==> src/rtl/pulse_train_generator.sv <==
// Pulse train generator: each accepted trigger becomes one HIGH_CYCLES-wide
// pulse followed by at least LOW_CYCLES low cycles; excess triggers are queued.
module pulse_train_generator #(
  parameter int HIGH_CYCLES = 2,
  parameter int LOW_CYCLES  = 2,
  parameter int PEND_DEPTH  = 7,
  localparam int PW = $clog2(PEND_DEPTH + 1)
) (
  input  logic          clk,
  input  logic          rst,
  input  logic          trig_in,
  input  logic          clr_ovf,
  output logic          signal_out,
  output logic          busy,
  output logic [PW-1:0] pending,
  output logic          overflow
);

  localparam int MAX_CYC = (HIGH_CYCLES > LOW_CYCLES) ? HIGH_CYCLES : LOW_CYCLES;
  localparam int CW      = (MAX_CYC > 1) ? $clog2(MAX_CYC) : 1;

  localparam logic [CW-1:0] HIGH_LOAD = CW'(HIGH_CYCLES - 1);
  localparam logic [CW-1:0] LOW_LOAD  = CW'(LOW_CYCLES - 1);
  localparam logic [PW-1:0] PEND_MAX  = PW'(PEND_DEPTH);

  typedef enum logic [1:0] {
    ST_IDLE,
    ST_HIGH,
    ST_LOW
  } state_t;

  state_t        state, next_state;
  logic [CW-1:0] cnt, next_cnt;
  logic [PW-1:0] pending_q, next_pending;
  logic          overflow_q, next_overflow;
  logic          signal_q, busy_q;
  logic          start_edge;
  logic          drop;

  // The counter holds the cycles remaining in the current phase; a start
  // edge is idle or the final LOW cycle.
  assign start_edge = (state == ST_IDLE) || ((state == ST_LOW) && (cnt == '0));

  always_comb begin
    // NOTE: every combinational output is defaulted first so no path leaves
    // a signal unassigned, which would otherwise infer a latch.
    next_state    = state;
    next_cnt      = cnt;
    next_pending  = pending_q;
    next_overflow = overflow_q;
    drop          = 1'b0;

    if (start_edge) begin
      if (pending_q != '0) begin
        next_state   = ST_HIGH;
        next_cnt     = HIGH_LOAD;
        // The queued trigger is consumed; a coincident new one takes its slot.
        next_pending = trig_in ? pending_q : pending_q - PW'(1);
      end else if (trig_in) begin
        next_state = ST_HIGH;
        next_cnt   = HIGH_LOAD;
      end else begin
        next_state = ST_IDLE;
        next_cnt   = '0;
      end
    end else begin
      unique case (state)
        ST_HIGH: begin
          if (cnt == '0) begin
            next_state = ST_LOW;
            next_cnt   = LOW_LOAD;
          end else begin
            next_cnt = cnt - CW'(1);
          end
        end
        ST_LOW:  next_cnt = cnt - CW'(1);
        default: next_cnt = '0;
      endcase

      if (trig_in) begin
        if (pending_q == PEND_MAX) begin
          drop = 1'b1;
        end else begin
          next_pending = pending_q + PW'(1);
        end
      end
    end

    if (drop) begin
      next_overflow = 1'b1;
    end else if (clr_ovf) begin
      next_overflow = 1'b0;
    end
  end

  // Outputs are registered from the next state so signal_out and busy come
  // straight off flops and cannot glitch.
  always_ff @(posedge clk or posedge rst) begin
    // NOTE: sequential state uses non-blocking assignments so every flop
    // samples the pre-edge values regardless of statement order.
    if (rst) begin
      state      <= ST_IDLE;
      cnt        <= '0;
      pending_q  <= '0;
      overflow_q <= 1'b0;
      signal_q   <= 1'b0;
      busy_q     <= 1'b0;
    end else begin
      state      <= next_state;
      cnt        <= next_cnt;
      pending_q  <= next_pending;
      overflow_q <= next_overflow;
      signal_q   <= (next_state == ST_HIGH);
      busy_q     <= (next_state != ST_IDLE);
    end
  end

  assign signal_out = signal_q;
  assign busy       = busy_q;
  assign pending    = pending_q;
  assign overflow   = overflow_q;

endmodule

==> config.mk <==
export PLATFORM = sky130hd
export DESIGN_NAME = pulse_train_generator
export DESIGN_NICKNAME = d
export VERILOG_FILES = /design/src/rtl/pulse_train_generator.sv
export SDC_FILE = /design/constraint.sdc
export NUM_CORES = 1
export LEC_CHECK = 0
export ABC_AREA = 1
export BUFFER_PORTS_ARGS = -buffer_cell sky130_fd_sc_hd__buf_2
export CORE_MARGIN = 4
export CORE_UTILIZATION = 35
export DETAILED_ROUTE_END_ITERATION = 7
export PLACE_DENSITY = 0.58
export SLEW_MARGIN = 5
export SYNTH_ARGS = -nofsm -noshare
export SYNTH_HDL_FRONTEND = slang
export SYNTH_SLANG_ARGS = --single-unit
export TNS_END_PERCENT = 50
==> constraint.sdc <==
create_clock -name clk -period 2.5 [get_ports clk]
set_clock_uncertainty 0.15 [all_clocks]
set_input_delay 0.375 -clock clk [delete_from_list [all_inputs] [get_ports clk]]
set_output_delay 0.375 -clock clk [all_outputs]
set_load 0.02 [all_outputs]
After elaboration in Yosys (flattened, before gate mapping)

Index checks and enable logic that the tools add are counted.

Bits in registers: 9
Input port bits: 4
Output and inout bits: 6
Logic and storage cells: 45

Add/sub/neg operators: 3
Equal/unequal tests: 7
Multiplexer cells: 20
Bitwise gates (word level): 1
Reduce and logical (&&, ||, !) cells: 8

Operators by type and width:

| kind                | number |
|---|---|
| $mux 3              | 5 |
| $mux 1              | 11 |
| $mux 2              | 3 |
| $reduce_bool 2->1   | 3 |
| $eq 2x1->1 const B  | 2 |
| $ne 2x2->1 const B  | 2 |
| $reduce_and 4->1    | 1 |
| $add 3x1->3 const B | 1 |
| $eq 3x3->1 const B  | 1 |
| $reduce_bool 3->1   | 1 |
| $sub 3x1->3 const B | 1 |
| $eq 2x2->1 const B  | 1 |
| $logic_not 2->1     | 1 |
| $ne 2x1->1 const B  | 1 |
| $pmux 1 s2          | 1 |
| $logic_and 1x1->1   | 1 |
| $logic_or 1x1->1    | 1 |
| $not 1->1           | 1 |
| $sub 1x1->1 const B | 1 |

Depth between registers and ports, before layout

Gate-level depths: netlist (run 1).

Depth after elaboration: 5
Gate-level depth with buffers: 10
Mapped depth without buffers: 10

Least setup slack after synthesis (run 1)

Ideal clock, no wire load.

Path type: flip-flop to flip-flop
Start: register state[0]
End: register pending_q[2] (netlist: pending[2])
Setup time: 65 ps
Arrival: 1421 ps
Data required time: 2285 ps
Slack: 864 ps
Stages on the path, launching flop included: 11
Clock period less this slack: 1636 ps
Path through: dfrtp_1 -> inv_1 -> ha_1 -> inv_1 -> nand2_4 -> fa_1 -> inv_1 -> nand3_1 -> nand2_1 -> nand2_1 -> nand2_1

Cells in the longest elaborated chain, start to end: 5
Elaborated cells on any way between the ends: 10

RTL lines:

| what                                                      | RTL line | RTL |
|---|---|---|
| from (decl)                                               | 32       | `state_t state, next_state;` |
| from (signal assigned)                                    | 109      | `state <= next_state;` |
| $eq 2x2->1                                                | 42       | `assign start_edge = (state == ST_IDLE) \|\| ((state == ST_LOW) && (cnt == '0));` |
| $logic_and 1x1->1                                         | 42       |  |
| $logic_or 1x1->1 (*)                                      | 42       |  |
| $ne 2x1->1 (no source line), or another cell as far along | n/a      |  |
| $reduce_and 4->1 (no source line)                         | n/a      |  |
| to (signal assigned)                                      | 111      | `pending_q <= next_pending;` |
| to (decl)                                                 | 34       | `logic [PW-1:0] pending_q, next_pending;` |

Every way passes the cells marked *; elsewhere a longest branch is shown, timed or not.
A chain may end at the register's enable or synchronous reset.

Worst setup path in the final report (run 1)

Ends and elaborated chain as after synthesis.

==> results of run 1 <==
==> worst paths after layout <==
path | from | endpoint | slack, ns | cells after the start
worst max-delay path | state[0]$_DFF_PP0_ | pending[2]$_DFFE_PP0P_ | 0.74 | 10
worst min-delay path | clr_ovf | overflow$_DFFE_PP0P_ | 0.14 | 2
worst max register to register | state[0]$_DFF_PP0_ | pending[2]$_DFFE_PP0P_ | 0.74 | 10
worst min register to register | overflow$_DFFE_PP0P_ | overflow$_DFFE_PP0P_ | 0.39 | 2
max in group asynchronous | rst | pending[0]$_DFFE_PP0P_ | 1.48 | 3
min in group asynchronous | rst | signal_out$_DFF_PP0_ | 0.46 | 3
==> flip-flops by register name, indices dropped and copies added, names as in the netlist <==
register	count
pending	3
state	2
busy	1
cnt	1
overflow	1
signal_out	1
==> routing by layer <==
metal,GRT usage,wire length [um],vias up
met4,0.0806,29,0
met2,0.140,427,8
met1,0.138,475,200
li1,-,-,240
met3,0.0338,35,5
met5,0,0,-
==> power by group through the flow <==
stage,logic (mW),registers (mW),clock network (mW)
finish,0.624,0.282,0.112
detailed placement,0.614,0.285,0
CTS,0.628,0.283,0.115
global placement,0.619,0.283,0
global route,0.708,0.293,0.122
floorplan,0.443,0.330,0
==> cell usage after synthesis <==
cell type,number
o21ai_2,1
nand3_1,7
ha_1,3
nor2_1,2
fa_1,1
nor2_4,1
inv_1,10
a21oi_1,2
nand2_4,2
or2_1,1
o21ai_0,3
dfrtp_1,9
nand2_1,18
nand2_2,6
inv_2,3
==> cells by family (layout without fill, tap and decap cells) <==
| kind of cell | Yosys count | count (layout) | share of synthesized area |
|---|---|---|---|
| compound gates | 6 | 6 | 0.0611 |
| fa+ha+maj | 4 | 4 | 0.104 |
| buf+inv | 13 | 27 | 0.0882 |
| flops | 9 | 9 | 0.407 |
| simple gates | 37 | 37 | 0.339 |
==> cell type report <==
| class | count | area [um^2] | area share |
|---|---|---|---|
| Multi-Input combinational cell | 47 | 279 | 0.426 |
| Tap cell | 16 | 20.0 | 0.0306 |
| Timing Repair Buffer | 10 | 55.1 | 0.0841 |
| Inverter | 13 | 48.8 | 0.0746 |
| Sequential cell | 9 | 225 | 0.344 |
| Clock buffer | 4 | 26.3 | 0.0402 |
==> worst max-delay path: cells and delay by family, from the launching register on <==
kind | cells | cell delay, ns
adders and majority gates | 2 | 0.59
buffers and inverters | 3 | 0.27
DFF | 1 | 0.35
and+or+nand+nor | 5 | 0.34
==> metrics by stage <==
| step | utilization | setup slack, ns | instance area (um^2) | hold WS, ns | instances |
|---|---|---|---|---|---|
| after floorplan | - | 0.864 | 553 | 0.0529 | 69 |
| after global placement | 0.410 | 0.784 | 618 | 0.205 | 94 |
| after detailed placement | 0.410 | 0.761 | 618 | 0.208 | 94 |
| after CTS | 0.434 | 0.728 | 654 | 0.142 | 99 |
| after global routing | 0.434 | 0.625 | 654 | 0.179 | 99 |
| final | 0.434 | 0.736 | 654 | 0.144 | 99 |
==> timing repair <==
item                                   4_1_cts  5_1_grt
endpoints found under the hold margin        9        0
setup buffers                                0        0
hold buffers                                 1        0
==> flow_summary_export.csv, run 1 <==
group,metric,value,unit
critical_path,critPathArrivalTime,1.81,ns
global_route,grt_max_degree,10,
worst_hold_path,hold_class,"input pin to flop",
critical_path,slowest_stage,"fa_1",
sta,maxSlewViolCount,0,
power,pwr-share-comb,0.613,
critical_path,crit_type,"flop to flop",
routing,ant_nets,0,
routing,routed_wl,969,um
logic_synthesis,yosysSeqAreaShare,0.407,
routing,vias_per_cell,4.58,
power,p_total,1.02,mW
critical_path,cpPeakStageDelay,0.40,ns
routing,firstDrtPassIters,4,
clock_tree,cts_resized,0,
power,power_density,1560,nW/um^2
critical_path,worst_setup_path_end_kind,"flop",
critical_path,critPathLaunchType,"flop",
clock_tree,cts-buffers-inserted,3,
logic_synthesis,synth-seq-cells,9,
logic_synthesis,synth_nets,77,
finish,area_growth,18.3,%
logic_synthesis,yosys-top-cells-area,"dfrtp_1, nand2_1, ha_1, inv_1, nand2_2",
routing,drtIter0Drc,6,
global_route,grt_overflow,0,
die,dieArea,2280,um^2
finish,mostFrequentLayoutCells,"nand2_1, inv_1, dfrtp_1, buf_2, nand3_1",
sta,grt_setup_unrepaired,"no",
sta,min_period,1.76,ns
sta,period_share,0.706,
power,p_int,507,uW
critical_path,path_cells,"inv_1 -> ha_1 -> inv_1 -> nand2_4 -> fa_1 -> inv_1 -> nand3_1 -> nand2_1 -> nand2_1 -> nand2_1",
power,switching_share,0.502,
clock_tree,htreeDepth,1,
global_route,antenna_found_initial,0,
sta,tns,0,ns
status,status,"finished, final reports clean",
critical_path,worstPathMaxFanout,8,
clock_tree,cts_num_sinks,9,
finish,drive_gt1_frac,0.301,
power,power_frac_seq,0.277,
global_route,grt_pass1_wl,1590,um
global_route,grtUsageTotal,0.105,
finish,n_fill_cell,146,
power,leakagePower,0.365,nW
logic_synthesis,postSynthCellCount,69,
die,die_w,47.8,um
place,io_buffers,9,
power,switching_power,510,uW
place,gp_congestion,0.711,
logic_synthesis,syn-cell-area,553,um^2
job,drv_cap,0,
die,die_h,47.8,um
die,io_pins,10,
logic_synthesis,ys_warn_count,0,
sta,worstMarginPinSlew,0.344,ns
sta,max_slew_margin,0.770,
critical_path,critical_path_required,2.55,ns
sta,setup_viol_count_final,0,
routing,drcViolationCount,0,
logic_synthesis,synth_top_area_frac,0.407,
sta,max_freq,0.567,GHz
die,core,1510,um^2
routing,vias,453,
routing,wl_per_cell,9.79,um
power,worst_ir_drop_vdd,0.633,mV
die,start_util,0.367,
place,dp_hpwl,748,um
sta,final_hold_viol_count,0,
clock_tree,clk_path_buf_depth,2,
clock_tree,cts_root_buffer,"clkbuf_4",
finish,nets,92,
finish,layout_commonest_cell,"nand2_1",
clock_tree,clk_pin_slew,0.06,ns
logic_synthesis,synth.avg_cell_area,8.01,um^2
die,num_rows,14,
logic_synthesis,synth_cell_types,15,
clock_tree,cts_tree,"yes",
global_route,grt_pass1_vias,399,
logic_synthesis,synth_area_leader_cell,"dfrtp_1",
finish,diodes,0,
power,clkPwrFrac,0.110,
clock_tree,clock_latency,0.26,ns
Note: power is estimated with default switching activity, not from simulation.
==> run 2, diff against run 1 <==
--- a/config.mk
+++ b/config.mk
@@ -10,7 +10,7 @@
 export CORE_MARGIN = 4
 export CORE_UTILIZATION = 35
 export DETAILED_ROUTE_END_ITERATION = 7
-export PLACE_DENSITY = 0.58
+export PLACE_DENSITY = 0.6
 export SLEW_MARGIN = 5
 export SYNTH_ARGS = -nofsm -noshare
 export SYNTH_HDL_FRONTEND = slang
==> constraint.sdc (replaced) <==
create_clock -name clk -period 1.6 [get_ports clk]
set_clock_uncertainty 0.15 [all_clocks]
set_input_delay 0.24 -clock clk [delete_from_list [all_inputs] [get_ports clk]]
set_output_delay 0.24 -clock clk [all_outputs]
set_load 0.02 [all_outputs]
==> flow_summary_export.csv, run 2 (synthesis results as in run 1) <==
group,metric,value,unit
status,status,"finished, violations left",
status,violations,"setup timing",
global_route,grt_pass1_vias,429,
clock_tree,cts-buffers-inserted,3,
job,drv_cap,0,
worst_hold_path,hold_class,"input pin to flop",
power,switching_share,0.481,
finish,mostFrequentLayoutCells,"nand2_1, dfrtp_1, buf_2",
clock_tree,clk_pin_slew,0.06,ns
power,clkPwrFrac,0.097,
power,p_int,928,uW
sta,timing.final.ws_setup,-0.0126,ns
place,io_buffers,9,
clock_tree,htreeDepth,1,
critical_path,worstPathMaxFanout,3,
power,leakagePower,0.397,nW
place,post-place-cells,100,
critical_path,slowest_stage,"fa_2",
routing,drtIter0Drc,3,
critical_path,critPathArrivalTime,1.61,ns
clock_tree,clk_path_buf_depth,2,
routing,drcViolationCount,0,
power,pwr-share-comb,0.652,
power,power_frac_seq,0.251,
global_route,grt_overflow,0,
critical_path,critPathLaunchType,"flop",
finish,drive_gt1_frac,0.440,
global_route,grt_pass1_wl,1790,um
die,io_pins,10,
critical_path,crit_buf_inv,1,
critical_path,crit_type,"flop to flop",
die,dieArea,2280,um^2
routing,firstDrtPassIters,2,
place,dp_slack,-0.0217,ns
power,worst_ir_drop_vdd,1.06,mV
place,dp_hpwl,816,um
finish,layout_commonest_cell,"nand2_1",
sta,period_share,1.01,
sta,final_hold_viol_count,0,
clock_tree,cts_num_sinks,9,
power,power_density,2450,nW/um^2
finish,largest_reg_flops,3,
routing,ant_nets,0,
finish,diodes,0,
die,start_util,0.367,
die,die_h,47.8,um
critical_path,critical_path_required,1.60,ns
clock_tree,cts_root_buffer,"clkbuf_4",
die,num_rows,14,
critical_path,worst_setup_path_end_kind,"flop",
sta,worstMarginPinSlew,0.327,ns
place,gp_congestion,0.705,
finish,stdcell_count,107,
sta,max_slew_margin,0.780,
sta,setup_viol_count_final,1,
sta,min_period,1.61,ns
finish,area_growth,31.9,%
power,switching_power,860,uW
die,core,1510,um^2
sta,max_freq,0.620,GHz
routing,wl_per_cell,10.1,um
sta,maxSlewViolCount,0,
finish,postLayoutCoreUtil,0.484,
critical_path,cpPeakStageDelay,0.43,ns
finish,nets,100,
routing,vias_per_cell,4.44,
sta,timing.hold.ws,0.240,ns
routing,vias,475,
sta,grt_setup_unrepaired,"yes",
critical_path,crit_family,"adder cells",
die,die_w,47.8,um
global_route,grt_max_degree,10,
critical_path,path_cells,"inv_2 -> ha_2 -> nand2_4 -> nand2_4 -> fa_2 -> nand2_1 -> nand2_1",
finish,n_fill_cell,159,
clock_tree,clock_latency,0.26,ns
global_route,antenna_found_initial,0,
global_route,grtUsageTotal,0.120,
clock_tree,cts_tree,"yes",
routing,routed_wl,1090,um
==> run 2: changes by cell type in the layout (fill, tap and decap cells not counted) <==
cell and delta:
buf_4 +7, dlygate4sd3_1 +1, fa_1 -1, fa_2 +1, ha_1 -2, ha_2 +2, inv_1 -4, inv_2 +4
nand3_1 -1, nand3_2 +1
==> run 2: cell type report <==
class	count	area, um^2	share of cell area
timing repair buffer	18	118	0.161
inverter	13	48.8	0.0669
sequential	9	225	0.309
multi-input combinational	47	292	0.400
clock buffer	4	26.3	0.0360
tap	16	20.0	0.0274
==> run 2: per-layer routing <==
metal / routed length, um / vias up / GRT usage
li1: - / 256 / -
met1: 525 / 208 / 0.150
met2: 505 / 7 / 0.179
met3: 33 / 4 / 0.0226
met4: 21 / 0 / 0.0968
met5: 0 / - / 0
==> run 2: through the flow <==
stage | area [um^2] | setup TNS (ns) | power, mW
2_1_floorplan | 556 | -0.00427 | 1.22
3_3_place_gp | 666 | -0.00505 | 1.53
3_5_place_dp | 666 | -0.0217 | 1.54
4_1_cts | 714 | -0.0180 | 1.77
5_1_grt | 729 | -0.230 | 1.98
6_report | 729 | -0.0126 | 1.79
==> run 2: final timing paths <==
check / from / cells after the start / endpoint / slack [ns]
min in group asynchronous: rst / 3 / pending[0]$_DFFE_PP0P_ / 0.33
setup reg to reg: state[0]$_DFF_PP0_ / 7 / pending[1]$_DFFE_PP0P_ / -0.01
setup / recovery: state[0]$_DFF_PP0_ / 7 / pending[1]$_DFFE_PP0P_ / -0.01
max in group asynchronous: rst / 3 / busy$_DFF_PP0_ / 0.72
hold reg to reg: overflow$_DFFE_PP0P_ / 2 / overflow$_DFFE_PP0P_ / 0.39
hold / removal: trig_in / 5 / overflow$_DFFE_PP0P_ / 0.24
==> run 2: power groups by stage <==
stage	clock network, mW	registers [mW]	logic (mW)
2_1_floorplan	0	0.516	0.700
5_1_grt	0.195	0.462	1.32
3_3_place_gp	0	0.445	1.09
6_report	0.174	0.448	1.17
3_5_place_dp	0	0.444	1.10
4_1_cts	0.186	0.451	1.13
==> run 2: tightest hold or removal path, cell delays in order <==
cell and delay, ns:
buf_2 0.09, inv_1 0.06, nor2_1 0.10, nand2_1 0.05, o21ai_0 0.06
==> run 2: repair_timing <==
item / in CTS / in global routing
endpoints found under the setup margin: 2 / 4
hold buffers: 2 / 0
pin swaps: 0 / 4
buffers inserted: 0 / 1
endpoints found under the hold margin: 10 / 0
gates resized for setup: 3 / 3
==> run 3, diff against run 2 <==
--- a/config.mk
+++ b/config.mk
@@ -8,11 +8,12 @@
 export ABC_AREA = 1
 export BUFFER_PORTS_ARGS = -buffer_cell sky130_fd_sc_hd__buf_2
 export CORE_MARGIN = 4
-export CORE_UTILIZATION = 35
+export CORE_UTILIZATION = 30
+export CTS_CLUSTER_SIZE = 20
 export DETAILED_ROUTE_END_ITERATION = 7
-export PLACE_DENSITY = 0.6
+export PLACE_DENSITY = 0.54
 export SLEW_MARGIN = 5
 export SYNTH_ARGS = -nofsm -noshare
 export SYNTH_HDL_FRONTEND = slang
 export SYNTH_SLANG_ARGS = --single-unit
-export TNS_END_PERCENT = 50
+export TNS_END_PERCENT = 100
==> flow_summary_export.csv, run 3 (synthesis results as in run 1) <==
group,metric,value,unit
critical_path,critPathLaunchType,"flop",
finish,mostFrequentLayoutCells,"nand2_1, dfrtp_1, buf_2, buf_4",
critical_path,critPathArrivalTime,1.67,ns
worst_hold_path,hold_class,"input pin to flop",
place,io_buffers,9,
die,start_util,0.317,
status,violations,"setup timing",
global_route,grt_overflow,0,
status,status,"finished, violations left",
routing,routed_wl,1160,um
critical_path,r2r_cells,7,
die,core,1750,um^2
finish,diodes,0,
routing,drtIter0Drc,5,
global_route,grt_pass1_vias,499,
critical_path,critical_path_required,1.64,ns
critical_path,worstReg2RegStart,"state[1]$_DFF_PP0_",
sta,maxSlewViolCount,0,
critical_path,crit_family,"adder cells",
critical_path,crit_type,"flop to flop",
clock_tree,clk_path_buf_depth,2,
power,switching_power,946,uW
critical_path,r2r_slack,-0.03,ns
power,power_frac_seq,0.232,
clock_tree,clock_latency,0.26,ns
die,num_rows,15,
critical_path,worst_path_most_repeated_cell,"nand2_1",
global_route,antenna_found_initial,0,
die,die_h,50.9,um
sta,timing.final.ws_setup,-0.0302,ns
routing,firstDrtPassIters,4,
sta,worstMarginPinSlew,0.345,ns
sta,setup_viol_count_final,2,
global_route,grtUsageTotal,0.114,
clock_tree,clk_pin_slew,0.07,ns
critical_path,crit_buf_inv,2,
routing,ant_nets,0,
finish,largest_reg_flops,3,
clock_tree,cts_num_sinks,9,
place,dp_slack,-0.0536,ns
routing,vias,483,
die,dieArea,2590,um^2
worst_hold_path,hold_start,"trig_in",
finish,drive_gt1_frac,0.489,
critical_path,path_cells,"inv_2 -> ha_4 -> inv_4 -> nand2_4 -> fa_2 -> nand2_1 -> nand2_1",
power,leakagePower,0.426,nW
clock_tree,cts_root_buffer,"clkbuf_4",
critical_path,cpPeakStageDelay,0.52,ns
routing,drcViolationCount,0,
critical_path,path_depth,7,
worst_hold_path,hold-path-endpoint,"pending[2]$_DFFE_PP0P_",
routing,vias_per_cell,4.06,
clock_tree,cts-buffers-inserted,3,
power,worst_ir_drop_vdd,0.783,mV
power,pwr-share-comb,0.681,
sta,tns,-0.0448,ns
place,gp_congestion,0.814,
routing,wl_per_cell,9.77,um
job,drv_cap,0,
sta,grt_setup_unrepaired,"yes",
die,io_pins,10,
power,p_int,1.04,mW
finish,nets,103,
power,switching_share,0.477,
sta,period_share,1.02,
die,die_w,50.9,um
global_route,grt_max_degree,10,
power,power_density,2430,nW/um^2
critical_path,worstPathMaxFanout,3,
place,dp_hpwl,844,um
critical_path,worst_setup_path_end_kind,"flop",
critical_path,r2r-end,"pending[1]$_DFFE_PP0P_",
power,clkPwrFrac,0.087,
clock_tree,htreeDepth,1,
critical_path,slowest_stage,"fa_2",
sta,min_period,1.63,ns
sta,max_freq,0.613,GHz
clock_tree,cts_tree,"yes",
sta,final_hold_viol_count,0,
global_route,grt_pass1_wl,2190,um
worst_hold_path,hold_depth,6,
finish,layout_commonest_cell,"nand2_1",
finish,area_growth,47.5,%
sta,max_slew_margin,0.770,
## run 3: what timing repair did
item,CTS,global route
resized for setup,8,7
endpoints found under the setup margin,3,4
setup buffers,3,2
pin swaps,4,7
hold buffers,2,0
endpoints found under the hold margin,10,0
## run 3: layer usage
metal | track usage | share of wire | vias up
li1 | - | - | 258
met1 | 0.159 | 0.49 | 214
met2 | 0.159 | 0.47 | 9
met3 | 0.0175 | 0.029 | 2
met4 | 0.0807 | 0.012 | 0
met5 | 0 | 0 | -
## run 3: how the worst max path moves through the flow
stage / slack, ns / from / end
2_1_floorplan: -0.004 / state[0]$_DFF_PP0_ / pending[2]$_DFFE_PP0P_
4_1_cts: -0.01 / state[1]$_DFF_PP0_ / pending[2]$_DFFE_PP0P_
3_3_place_gp: -0.03 / state[0]$_DFF_PP0_ / pending[2]$_DFFE_PP0P_
6_report: -0.03 / state[1]$_DFF_PP0_ / pending[1]$_DFFE_PP0P_
5_1_grt: -0.1 / state[1]$_DFF_PP0_ / pending[2]$_DFFE_PP0P_
3_5_place_dp: -0.05 / state[0]$_DFF_PP0_ / pending[2]$_DFFE_PP0P_
## run 3: worst register-to-register path: stages, from the launching register on
cell and delay, ns:
dfrtp_1 0.42, inv_2 0.08, ha_4 0.17, inv_4 0.05, nand2_4 0.06, fa_2 0.52, nand2_1 0.05, nand2_1 0.06
## run 3: power groups by stage
stage | registers (mW) | logic, mW | clock network [mW]
after floorplan | 0.516 | 0.700 | 0
after global placement | 0.450 | 1.10 | 0
final | 0.461 | 1.35 | 0.172
after detailed placement | 0.456 | 1.11 | 0
after global routing | 0.481 | 1.53 | 0.197
after CTS | 0.461 | 1.24 | 0.181
## run 3: metrics by stage
| step | power (mW) | hold WS, ns | utilization | cells | instance area [um^2] |
|---|---|---|---|---|---|
| floorplan | 1.22 | -0.0821 | - | 69 | 556 |
| global placement | 1.55 | 0.0624 | 0.388 | 109 | 677 |
| detailed placement | 1.57 | 0.0705 | 0.388 | 109 | 677 |
| CTS | 1.89 | 0.247 | 0.447 | 118 | 779 |
| global route | 2.20 | 0.249 | 0.467 | 119 | 816 |
| finish | 1.98 | 0.247 | 0.467 | 119 | 816 |
## run 3: final cells by class
class / instances / area, um^2
Inverter: 13 / 53.8
Sequential cell: 9 / 225
Timing Repair Buffer: 21 / 144
Multi-Input combinational cell: 47 / 334
Tap cell: 25 / 31.3
Fill cell: 179 / 930
Clock buffer: 3 / 22.5
Clock inverter: 1 / 5.00
